**config.mk**
```make
export PLATFORM = sky130hd
export DESIGN_NAME = ecc_job_ctrl
export DESIGN_NICKNAME = d
export VERILOG_FILES = /design/src/rtl/ecc_job_ctrl.sv
export SDC_FILE = /design/constraint.sdc
export NUM_CORES = 1
export LEC_CHECK = 0
export ABC_AREA = 1
export ABC_CLOCK_PERIOD_IN_PS = 4850
export CORE_MARGIN = 3
export CORE_UTILIZATION = 48
export DETAILED_ROUTE_END_ITERATION = 10
export GPL_TIMING_DRIVEN = 0
export PLACE_DENSITY = 0.88
export SLEW_MARGIN = 10
export SYNTH_ARGS = -nofsm -noshare
export SYNTH_HDL_FRONTEND = slang
export SYNTH_SLANG_ARGS = --single-unit
```
**constraint.sdc**
```tcl
create_clock -name i_clk -period 4.85 [get_ports i_clk]
set_input_delay 1.2125 -clock i_clk [delete_from_list [all_inputs] [get_ports i_clk]]
set_output_delay 1.2125 -clock i_clk [all_outputs]
set_load 0.02 [all_outputs]
```
**src/rtl/ecc_job_ctrl.sv**
```systemverilog
// Single-job launcher for the ECC scalar-multiplication core: accepts a job,
// clears and starts the core, waits for done under a watchdog, returns kP or an error.
module ecc_job_ctrl #(
  parameter int W       = 4,
  parameter int RES_W   = 32,
  parameter int TIMEOUT = 15000
) (
  input  logic             i_clk,
  input  logic             i_rst,
  input  logic             i_job_valid,
  output logic             o_job_ready,
  input  logic [W-1:0]     i_a,
  input  logic [W-1:0]     i_prime,
  input  logic [W-1:0]     i_k,
  input  logic [W-1:0]     i_px,
  input  logic [W-1:0]     i_py,
  output logic             o_core_rst,
  output logic             o_start,
  output logic [W-1:0]     o_a,
  output logic [W-1:0]     o_prime,
  output logic [W-1:0]     o_k,
  output logic [W-1:0]     o_px,
  output logic [W-1:0]     o_py,
  input  logic [RES_W-1:0] i_core_x,
  input  logic [RES_W-1:0] i_core_y,
  input  logic             i_core_done,
  output logic             o_res_valid,
  input  logic             i_res_ready,
  output logic [RES_W-1:0] o_res_x,
  output logic [RES_W-1:0] o_res_y,
  output logic [1:0]       o_res_err,
  output logic [7:0]       o_err_cnt
);

  localparam int CNT_W = $clog2(TIMEOUT + 1);

  typedef enum logic [2:0] {IDLE, CLR, START, WAIT, RESP} state_t;

  state_t           state, state_nxt;
  logic [CNT_W-1:0] cnt;
  logic             accept, bad_args, timeout_hit, err_inc;

  always_comb begin
    accept      = i_job_valid & o_job_ready;
    bad_args    = (i_prime < W'(3)) | (i_k == '0) | (i_px >= i_prime) | (i_py >= i_prime);
    timeout_hit = (cnt == CNT_W'(TIMEOUT - 1));
    // Done beats the watchdog when both land in the same cycle.
    err_inc     = ((state == IDLE) & accept & bad_args) |
                  ((state == WAIT) & ~i_core_done & timeout_hit);
    state_nxt   = state;
    case (state)
      IDLE:    if (accept) state_nxt = bad_args ? RESP : CLR;
      CLR:     state_nxt = START;
      START:   state_nxt = WAIT;
      WAIT:    if (i_core_done || timeout_hit) state_nxt = RESP;
      RESP:    if (i_res_ready) state_nxt = IDLE;
      default: state_nxt = IDLE;
    endcase
  end

  // Strobes and handshake flags are registered copies of the next-state decode,
  // so no input reaches an output combinationally.
  always_ff @(posedge i_clk) begin
    if (i_rst) begin
      state       <= IDLE;
      cnt         <= '0;
      o_job_ready <= 1'b1;
      o_core_rst  <= 1'b0;
      o_start     <= 1'b0;
      o_res_valid <= 1'b0;
      o_a         <= '0;
      o_prime     <= '0;
      o_k         <= '0;
      o_px        <= '0;
      o_py        <= '0;
      o_res_x     <= '0;
      o_res_y     <= '0;
      o_res_err   <= 2'b00;
      o_err_cnt   <= '0;
    end else begin
      state       <= state_nxt;
      o_job_ready <= (state_nxt == IDLE);
      o_core_rst  <= (state_nxt == CLR);
      o_start     <= (state_nxt == START);
      o_res_valid <= (state_nxt == RESP);
      if (accept) begin
        o_a     <= i_a;
        o_prime <= i_prime;
        o_k     <= i_k;
        o_px    <= i_px;
        o_py    <= i_py;
      end
      if (err_inc && o_err_cnt != 8'hFF) o_err_cnt <= o_err_cnt + 8'd1;
      case (state)
        IDLE: if (accept && bad_args) begin
          o_res_x   <= '0;
          o_res_y   <= '0;
          o_res_err <= 2'b10;
        end
        START: cnt <= '0;
        WAIT: begin
          cnt <= cnt + 1'b1;
          if (i_core_done) begin
            o_res_x   <= i_core_x;
            o_res_y   <= i_core_y;
            o_res_err <= 2'b00;
          end else if (timeout_hit) begin
            o_res_x   <= '0;
            o_res_y   <= '0;
            o_res_err <= 2'b01;
          end
        end
        default: ;
      endcase
    end
  end

endmodule

```
Word level (Yosys, flattened, before mapping) --
Index checks and enable logic that the tools add are counted.
Operators by class: reductions and logical operators 9, multiplexer cells 16, equality and inequality tests 11, bitwise logic cells 10, add/sub/neg operators 2, $lt $le $gt $ge 3
Operator list (number):
- $mux W32 | 4
- $pmux W32 S2 | 2
- $pmux W14 S2 | 1
- $pmux W3 S5 | 1
- $add A14 B1 Y14 const B | 1
- $eq A14 B14 Y1 const B | 1
- $mux W3 | 4
- $eq A3 B2 Y1 const B | 3
- $add A8 B1 Y8 const B | 1
- $ge A4 B4 Y1 | 2
- $ne A8 B8 Y1 const B | 1
- $eq A3 B1 Y1 const B | 2
- $eq A3 B3 Y1 const B | 2
- $logic_not A3 Y1 | 2
- $mux W2 | 3
- $and A1 B1 Y1 | 5
- $logic_not A4 Y1 | 1
- $lt A4 B2 Y1 const B | 1
- $or A1 B1 Y1 | 4
- $pmux W2 S2 | 1
- $reduce_bool A2 Y1 | 2
- $ne A3 B3 Y1 const B | 1
- $reduce_and A3 Y1 | 1
- $logic_and A1 B1 Y1 | 2
- other kinds (3) | 3
Storage, ports and cells: output and inout port bits 98, word-level logic and storage cells 66, bits of input ports 89, bits in registers 115

Depth between registers and ports, before layout --
Gate-level depths: netlist of the first run.
depth after elaboration 8, depth in mapped cells 14, gate-level depth less buffers 14

Worst setup path before layout of the first run --
OpenSTA, ideal clock, no wires.
path kind input port to flip-flop, from input port i_prime[3], to register o_res_x[14], arrival 2473 ps, library setup time 114 ps, required time 4736 ps, path slack 2263 ps, stages 12, buffers on the path 2, cell sequence inv_1 -> ha_1 -> nand2_1 -> nand3_1 -> nor2_1 -> nand3_1 -> nand2_1 -> nand2_2 -> buf_6 -> buf_6 -> o21bai_1 -> nor2_1
Between the ends: word-level cells in the longest chain between the ends 7, elaborated cells on any way between the ends 9, classes of those cells order compare: 3; eq/ne: 1; bitwise: 3; reduce/logical: 2
RTL lines:
- from (decl) | RTL line 13 | input logic [W-1:0] i_prime,
- $lt A4 B2 Y1 | RTL line 45 | bad_args = (i_prime < W'(3)) | (i_k == '0) | (i_px >= i_prime) | (i_py >= i_prime);
- $or A1 B1 Y1 (2 in a row) | RTL line 45
- $or A1 B1 Y1 (*) | RTL line 45
- $logic_and A1 B1 Y1 (*) | RTL line 95 | IDLE: if (accept && bad_args) begin
- $ne A2 B1 Y1 (no line) (*)
- $reduce_and A3 Y1 (no line) (*)
- to (signal assigned) | RTL line 104 | o_res_x <= i_core_x;
- to (decl) | RTL line 29 | output logic [RES_W-1:0] o_res_x,
Every way passes the cells marked *; elsewhere a longest branch is shown, timed or not. A chain may end at the register's enable or synchronous reset.

Final worst setup path of the first run --
from input port i_prime[3], to register o_res_x[8]
The elaborated chain is that of the path after synthesis.

==> impl_metrics.sql, run 1 <==
INSERT INTO impl_metrics (metric_group, metric, value, unit) VALUES
('place', 'gp_congestion', '0.922', ''),
('setup_path', 'worstReg2RegEnd', 'o_res_x[8]', ''),
('cells_and_area', 'final_design_utilization', '76.1', '%'),
('cells_and_area', 'final_layout_size_suffix_gt1_share', '6.97', '%'),
('setup_path', 'critical_path_arrival', '3.42', 'ns'),
('yosys', 'synth_seq_area_share', '45.7', '%'),
('place', 'number_of_buffers_added_on_ports', '185', ''),
('setup_path', 'reg2reg_start', 'cnt[0]', ''),
('setup_path', 'startpoint_class_of_the_critical_path', 'input port', ''),
('sta', 'timing_worst_slew_pin_value', '0.722', 'ns'),
('route', 'drt-initial-drc-count', '431', ''),
('floorplan', 'die-height', '108', 'um'),
('route', 'first_pass_iters', '6', ''),
('yosys', 'postSynthNetCount', '786', ''),
('setup_path', 'critical-path-top-cell-by-count', 'sky130_fd_sc_hd__nor2_1', ''),
('setup_path', 'path_class', 'input port to flop', ''),
('sta', 'setup_tns', '0', 'ns'),
('setup_path', 'timing.critical_path.slowest_stage_cell', 'sky130_fd_sc_hd__clkdlybuf4s50_1', ''),
('sta', 'finalMaxSlewViolations', '0', ''),
('cells_and_area', 'area_growth_syn_to_layout', '51.2', '%'),
('route', 'wire_length_per_cell', '16.1', 'um'),
('yosys', 'synth_area_leaders', 'sky130_fd_sc_hd__dfxtp_1 (46%), sky130_fd_sc_hd__nor2_1 (10%), sky130_fd_sc_hd__nand3_1 (9.4%)', ''),
('yosys', 'syn_avg_cell_area', '7.33', 'um^2'),
('clocking', 'insertion_delay', '0.52', 'ns'),
('grt', 'grt_antenna_before_repair', '0', ''),
('yosys', 'ys_ff_latch', '115', ''),
('setup_path', 'critical_path.max_stage_delay', '0.50', 'ns'),
('sta', 'timing.fmax', '0.338', 'GHz'),
('route', 'totalWireLength', '16700', 'um'),
('route', 'ant_nets', '0', ''),
('status', 'status', 'finished, final reports clean', ''),
('sta', 'worst_clock_skew', '0.0107', 'ns'),
('clocking', 'htree_num_levels', '4', ''),
('sta', 'maxSlewHeadroom', '51.9', '%'),
('route', 'drt-vias-per-instance', '5.41', ''),
('grt', 'first_global_vias', '5403', ''),
('sta', 'period_share', '61.1', '%'),
('yosys', 'synthDominantCellAreaShare', '45.7', '%'),
('clocking', 'cts_num_sinks', '115', ''),
('setup_path', 'critPathMaxFanout', '10', ''),
('clocking', 'holdBufCountCts', '0', ''),
('setup_path', 'crit_path_end_kind', 'flop', ''),
('yosys', 'postSynth.topFlopCell', 'sky130_fd_sc_hd__dfxtp_1', ''),
('sta', 'finalSetupViolations', '0', ''),
('route', 'route.vias.total', '5607', ''),
('hold_path', 'holdCritStartpoint', 'cnt[5]', ''),
('sta', 'finalCriticalPeriod', '2.96', 'ns'),
('cells_and_area', 'fin_nets', '990', ''),
('place', 'dpl.cell_count', '1005', ''),
('setup_path', 'cp_cell_sequence', 'clkdlybuf4s50_1 -> inv_1 -> ha_1 -> nand2_1 -> nand3_1 -> nor2_1 -> nand3_1 -> nand2_1 -> nand2_2 -> inv_2 -> buf_2 -> nor2_1 -> nor2_1', ''),
('cells_and_area', 'insertedDiodeCount', '0', ''),
('yosys', 'synth_common_cells', 'sky130_fd_sc_hd__nor2_1 (137), sky130_fd_sc_hd__dfxtp_1 (115), sky130_fd_sc_hd__nand3_1 (95), sky130_fd_sc_hd__nand2_1 (91), sky130_fd_sc_hd__a21oi_1 (64)', ''),
('yosys', 'synthCells', '687', ''),
('yosys', 'synth_edf_count', '0', ''),
('grt', 'grt_overflow', '0', ''),
('floorplan', 'start_util', '50.3', '%'),
('clocking', 'postCtsResizedCells', '0', ''),
('grt', 'gr-usage-all-layers', '28.3', '%'),
('yosys', 'netlist_area', '0.00503', 'mm^2'),
('yosys', 'synth_top_area_cell', 'sky130_fd_sc_hd__dfxtp_1', ''),
('setup_path', 'slack_of_the_worst_reg_to_reg_path', '2.93', 'ns'),
('pwr', 'cellLeakagePower', '3.10', 'nW'),
('floorplan', 'fp.dieArea', '0.0117', 'mm^2'),
('hold_path', 'worst_hold_path.endpoint', 'cnt[5]', ''),
('hold_path', 'timing.hold.worst_path_depth', '1', ''),
('sta', 'hold_violations', '0', ''),
('yosys', 'ys_async_sr_fraction', '0', '%'),
('clocking', 'cts_tree', 'done', ''),
('floorplan', 'design.core.area', '0.0100', 'mm^2'),
('clocking', 'cts.repair_timing.setup_buffer_count', '0', ''),
('yosys', 'post-synth-top-count-cell', 'sky130_fd_sc_hd__nor2_1', '');
metrics by stage:
step / worst slack [ns] / hold WS (ns) / cell area (um^2)
finish: 1.89 / 0.464 / 7610
global route: 1.75 / 0.496 / 7610
CTS: 1.90 / 0.460 / 7610
detailed placement: 1.39 / 0.451 / 7050
global placement: 1.48 / 0.439 / 7050
floorplan: 2.26 / 0.425 / 5030
placed cells by master (no fill, tap or decap):
master,n
sky130_fd_sc_hd__a221oi_1,1
sky130_fd_sc_hd__nor2_4,1
sky130_fd_sc_hd__inv_1,39
sky130_fd_sc_hd__nand2_1,91
sky130_fd_sc_hd__nor3_2,1
sky130_fd_sc_hd__nor2_1,137
sky130_fd_sc_hd__nor2_2,1
sky130_fd_sc_hd__inv_2,2
sky130_fd_sc_hd__a31oi_1,2
sky130_fd_sc_hd__a21oi_1,64
sky130_fd_sc_hd__nor3_1,5
sky130_fd_sc_hd__buf_1,1
sky130_fd_sc_hd__clkbuf_16,16
sky130_fd_sc_hd__xor2_1,5
sky130_fd_sc_hd__nand3_1,95
sky130_fd_sc_hd__clkinvlp_4,3
sky130_fd_sc_hd__nand4_1,8
sky130_fd_sc_hd__nand3_2,2
sky130_fd_sc_hd__o22ai_1,1
sky130_fd_sc_hd__clkinv_2,3
sky130_fd_sc_hd__nand2_2,4
sky130_fd_sc_hd__buf_2,16
sky130_fd_sc_hd__ha_1,10
sky130_fd_sc_hd__bufinv_16,1
sky130_fd_sc_hd__clkbuf_1,24
sky130_fd_sc_hd__buf_6,3
sky130_fd_sc_hd__o21bai_1,28
sky130_fd_sc_hd__o211a_1,1
sky130_fd_sc_hd__buf_4,1
sky130_fd_sc_hd__inv_6,4
sky130_fd_sc_hd__clkbuf_8,2
sky130_fd_sc_hd__clkinv_4,3
sky130_fd_sc_hd__o21ai_0,29
sky130_fd_sc_hd__dfxtp_1,115
sky130_fd_sc_hd__clkdlybuf4s50_1,185
metal layers:
metal / vias to the layer above / routed length, um / global-route usage (%)
li1: 2677 / - / -
met2: 244 / 8420 / 48.7
met1: 2636 / 6650 / 34.3
met5: - / 0 / 0
met4: 0 / 516 / 11.8
met3: 50 / 1100 / 6.27
critical path, delay by kind of cell:
family	cells	cell delay [ns]
buf+inv	4	0.96
simple gates	8	0.94
fa+ha+maj	1	0.32
power breakdown:
group	switching, W	total [W]	internal (W)
Sequential	0.0000743	0.00115	0.00107
Clock	0.000471	0.00117	0.000697
Combinational	0.000550	0.000957	0.000407
Total	0.00110	0.00327	0.00218
final cells by class:
class	instances	area, um^2
fillers	755	2390
multi-input cells	486	2360
flip-flops and latches	115	2300
repair buffers	185	1850
clock buffers	18	428
plain buffers	45	215
well taps	133	166
inverters	41	154
clock inverters	14	129
state kept, by name, indices dropped and copies added, names as in the netlist:
signal	flops
o_px	4
o_prime	4
o_job_ready	1
state	3
o_core_rst	1
o_res_err	2
o_res_y	32
o_res_x	32
o_start	1
o_a	4
cnt	14
o_err_cnt	8
o_res_valid	1
o_k	4
o_py	4
cell families (layout without fill, tap and decap cells):
family	after synthesis	in the layout	synth area share (%)
buf+inv	86	303	7.33
compound gates	126	126	14.2
flops	115	115	45.7
simple gates	345	345	29.4
fa+ha+maj	10	10	2.49
xor+xnor	5	5	0.870
worst max-delay path by stage:
stage	depth (start not counted)	slack, ns	endpoint	from
6_report	13	1.89	o_res_x[8]	i_prime[3]
5_1_grt	13	1.75	o_res_y[27]	i_prime[3]
4_1_cts	13	1.90	o_res_x[8]	i_prime[3]
3_5_place_dp	13	1.39	o_res_x[18]	i_prime[3]
3_3_place_gp	13	1.48	o_res_y[20]	i_prime[3]
2_1_floorplan	12	2.26	o_res_x[14]	i_prime[3]
Note: power is estimated with default switching activity, not from simulation.
==> run 2, diff against run 1 <==
--- a/config.mk
+++ b/config.mk
@@ -6,12 +6,12 @@
 export NUM_CORES = 1
 export LEC_CHECK = 0
 export ABC_AREA = 1
-export ABC_CLOCK_PERIOD_IN_PS = 4850
+export ABC_CLOCK_PERIOD_IN_PS = 3000
 export CORE_MARGIN = 3
-export CORE_UTILIZATION = 48
+export CORE_UTILIZATION = 45
 export DETAILED_ROUTE_END_ITERATION = 10
 export GPL_TIMING_DRIVEN = 0
-export PLACE_DENSITY = 0.88
+export PLACE_DENSITY = 0.83
 export SLEW_MARGIN = 10
 export SYNTH_ARGS = -nofsm -noshare
 export SYNTH_HDL_FRONTEND = slang
==> constraint.sdc (replaced) <==
create_clock -name i_clk -period 3 [get_ports i_clk]
set_input_delay 0.75 -clock i_clk [delete_from_list [all_inputs] [get_ports i_clk]]
set_output_delay 0.75 -clock i_clk [all_outputs]
set_load 0.02 [all_outputs]
==> run 2 against run 1 <==
Effect of this change:
- final area up 0.72%
- largest power group unchanged
- die area up 6.3%
- wire length down 0.11%
- critical endpoint is now o_res_x[24]
- clock power up 78%
- non-clock buffer count unchanged
- final cell count up 0.29%
==> impl_metrics.sql, run 2 (same netlist as run 1, synthesis figures left out) <==
INSERT INTO impl_metrics (metric_group, metric, value, unit) VALUES
('status', 'status', 'finished, final reports clean', ''),
('setup_path', 'crit_path_end_kind', 'flop', ''),
('clocking', 'clk_transition_reported_paths', '0.06', 'ns'),
('hold_path', 'worst_hold_path.endpoint', 'cnt[5]', ''),
('cells_and_area', 'final_layout_size_suffix_gt1_share', '6.64', '%'),
('hold_path', 'hold_path.class', 'flop to flop', ''),
('place', 'place.detailed.hpwl', '12100', 'um'),
('setup_path', 'critPathMaxFanout', '10', ''),
('place', 'cell_area_placed', '0.00705', 'mm^2'),
('setup_path', 'critical_path.max_stage_delay', '0.49', 'ns'),
('setup_path', 'critical-path-top-cell-by-count', 'sky130_fd_sc_hd__nor2_1', ''),
('route', 'drt-vias-per-instance', '5.36', ''),
('floorplan', 'fp-row-count', '37', ''),
('grt', 'largest_net_degree_at_the_start_of_global_routing', '17', ''),
('setup_path', 'path_buf_inv', '4', ''),
('hold_path', 'timing.hold.worst_path_depth', '1', ''),
('setup_path', 'worst_path_dominant_cell_family', 'buffers and inverters', ''),
('place', 'gp_congestion', '0.934', ''),
('floorplan', 'start_util', '47.5', '%'),
('route', 'first_pass_iters', '6', ''),
('setup_path', 'reg2reg_start', 'o_job_ready', ''),
('clocking', 'holdBufCountCts', '0', ''),
('sta', 'setup_tns', '0', 'ns'),
('pwr', 'cellLeakagePower', '3.13', 'nW'),
('cells_and_area', 'area_growth_syn_to_layout', '52.3', '%'),
('sta', 'fin_ws', '0.466', 'ns'),
('run', 'drv_cap', '0', ''),
('sta', 'finalSetupViolations', '0', ''),
('place', 'place_worst_setup_slack', '0.00558', 'ns'),
('hold_path', 'holdCritStartpoint', 'cnt[5]', ''),
('sta', 'timing_worst_slew_pin_value', '0.533', 'ns'),
('pwr', 'swShare', '31.3', '%'),
('sta', 'worst_clock_skew', '0.00836', 'ns'),
('clocking', 'htree_num_levels', '4', ''),
('grt', 'grt_pass1_wl', '26700', 'um'),
('sta', 'setup_repair_after_global_routing_missed_its_margin', 'no', ''),
('route', 'wire_length_per_cell', '16.0', 'um'),
('route', 'totalWireLength', '16700', 'um'),
('setup_path', 'worstReg2RegEnd', 'o_res_x[24]', ''),
('sta', 'finalMaxSlewViolations', '0', ''),
('sta', 'finalCriticalPeriod', '2.53', 'ns'),
('clocking', 'clk_path_buf_depth', '2', ''),
('sta', 'maxSlewHeadroom', '64.4', '%'),
('pwr', 'comb_power_share', '28.4', '%'),
('pwr', 'p_switching', '0.00172', 'W'),
('pwr', 'pwr-share-clk', '37.8', '%'),
('cells_and_area', 'layout.cell_area.non_filler', '0.00766', 'mm^2'),
('cells_and_area', 'final_design_utilization', '72.3', '%'),
('grt', 'grt_overflow', '0', ''),
('sta', 'period_share', '84.5', '%'),
('cells_and_area', 'fin_nets', '990', ''),
('grt', 'gr-usage-all-layers', '26.1', '%'),
('setup_path', 'timing.critical_path.slowest_stage_cell', 'sky130_fd_sc_hd__clkdlybuf4s50_1', ''),
('floorplan', 'floorplan.io_pins', '187', ''),
('floorplan', 'fp.dieArea', '0.0125', 'mm^2'),
('clocking', 'cts-root-buf', 'sky130_fd_sc_hd__clkbuf_8', ''),
('cells_and_area', 'fillCellCount', '806', ''),
('sta', 'hold_violations', '0', ''),
('setup_path', 'critical_path_arrival', '2.98', 'ns'),
('place', 'number_of_buffers_added_on_ports', '185', ''),
('setup_path', 'slack_of_the_worst_reg_to_reg_path', '1.09', 'ns'),
('floorplan', 'die-height', '112', 'um'),
('setup_path', 'path_class', 'input port to flop', ''),
('route', 'route.vias.total', '5571', ''),
('sta', 'worst_hold_slack', '0.454', 'ns'),
('grt', 'grt_antenna_before_repair', '0', ''),
('pwr', 'power-per-cell-area', '718', 'mW/mm^2'),
('pwr', 'ir_worst_vdd', '0.404', 'mV'),
('setup_path', 'startpoint_class_of_the_critical_path', 'input port', ''),
('cells_and_area', 'regArea', '0.00230', 'mm^2'),
('clocking', 'tritoncts_buffer_count', '17', ''),
('cells_and_area', 'layout_top_registers', 'o_res_x x32, o_res_y x32, cnt x14', ''),
('clocking', 'postCtsResizedCells', '0', ''),
('route', 'drt-initial-drc-count', '509', ''),
('floorplan', 'chipWidth', '112', 'um'),
('clocking', 'cts_tree', 'done', ''),
('clocking', 'cts_num_sinks', '115', ''),
('grt', 'first_global_vias', '5449', ''),
('cells_and_area', 'multi_input_area', '0.00236', 'mm^2'),
('cells_and_area', 'mostFrequentLayoutCell', 'sky130_fd_sc_hd__clkdlybuf4s50_1', ''),
('cells_and_area', 'insertedDiodeCount', '0', ''),
('setup_path', 'cp_cell_sequence', 'clkdlybuf4s50_1 -> inv_1 -> ha_1 -> nand2_1 -> nand3_1 -> nor2_1 -> nand3_1 -> nand2_1 -> nand2_2 -> inv_2 -> buf_2 -> nor2_1 -> nor2_1', ''),
('route', 'remaining_drc_errors', '0', ''),
('sta', 'timing.fmax', '0.395', 'GHz'),
('floorplan', 'design.core.area', '0.0106', 'mm^2'),
('route', 'ant_nets', '0', ''),
('clocking', 'cts.repair_timing.setup_buffer_count', '0', ''),
('setup_path', 'worst_ep_required_time', '3.45', 'ns'),
('clocking', 'insertion_delay', '0.52', 'ns'),
('cells_and_area', 'mostFrequentLayoutCells', 'sky130_fd_sc_hd__clkdlybuf4s50_1 (185), sky130_fd_sc_hd__nor2_1 (137), sky130_fd_sc_hd__dfxtp_1 (115)', ''),
('pwr', 'pwr-share-seq', '33.8', '%'),
('setup_path', 'r2r_cell_count', '8', ''),
('pwr', 'cell_internal_pwr', '0.00378', 'W');
==> run 2: cell type report <==
type | count | share of cell area (%)
inverter | 41 | 2.01
clock buffer | 22 | 5.91
timing repair buffer | 185 | 24.2
clock inverter | 10 | 2.02
buffer | 45 | 2.81
sequential | 115 | 30.0
tap | 136 | 2.22
multi-input combinational | 486 | 30.8
==> run 2: metal layers <==
metal	share of wire [%]	up-vias	GRT usage [%]	wire length [um]
met4	3.4	0	12.2	563
met3	6.0	50	5.98	993
met2	50	245	45.0	8330
li1	-	2684	-	-
met5	0	-	0	0
met1	41	2592	30.9	6780
==> run 2: worst max-delay path by stage <==
| stage | from | endpoint | depth (start not counted) |
|---|---|---|---|
| 3_5_place_dp | i_prime[3] | o_res_x[24] | 13 |
| 2_1_floorplan | i_prime[3] | o_res_x[14] | 12 |
| 6_report | i_prime[3] | o_res_x[24] | 13 |
| 4_1_cts | i_prime[3] | o_res_x[24] | 13 |
| 5_1_grt | i_prime[3] | o_res_x[24] | 13 |
| 3_3_place_gp | i_prime[3] | o_res_y[27] | 13 |
==> run 2: power by group through the flow <==
stage	sequential (W)	combinational, W	clock [W]
after floorplan	0.00211	0.000603	0
after global placement	0.00188	0.00149	0
after detailed placement	0.00189	0.00154	0
after CTS	0.00186	0.00156	0.00210
after global routing	0.00188	0.00168	0.00217
final	0.00186	0.00156	0.00208
==> run 2: metrics by stage <==
stage	total power [W]	instances
after floorplan	0.00271	687
after global placement	0.00337	1008
after detailed placement	0.00342	1008
after CTS	0.00552	1040
after global routing	0.00574	1040
final	0.00550	1040
==> run 3, diff against run 2 <==
--- a/config.mk
+++ b/config.mk
@@ -6,7 +6,7 @@
 export NUM_CORES = 1
 export LEC_CHECK = 0
 export ABC_AREA = 1
-export ABC_CLOCK_PERIOD_IN_PS = 3000
+export ABC_CLOCK_PERIOD_IN_PS = 2600
 export CORE_MARGIN = 3
 export CORE_UTILIZATION = 45
 export DETAILED_ROUTE_END_ITERATION = 10
==> constraint.sdc (replaced) <==
create_clock -name i_clk -period 2.6 [get_ports i_clk]
set_input_delay 0.65 -clock i_clk [delete_from_list [all_inputs] [get_ports i_clk]]
set_output_delay 0.65 -clock i_clk [all_outputs]
set_load 0.02 [all_outputs]
==> results of run 3 <==
Same layout as run 2 (identical final DEF). Status: finished, final reports clean.
Main changes from that run: setup slack after placement 0.00558 ns -> -0.294 ns; setup slack after layout 0.466 ns -> 0.166 ns; register-to-register setup slack 1.09 ns -> 0.69 ns; total power 0.00550 W -> 0.00635 W; worst IR drop on VDD 0.404 mV -> 0.466 mV
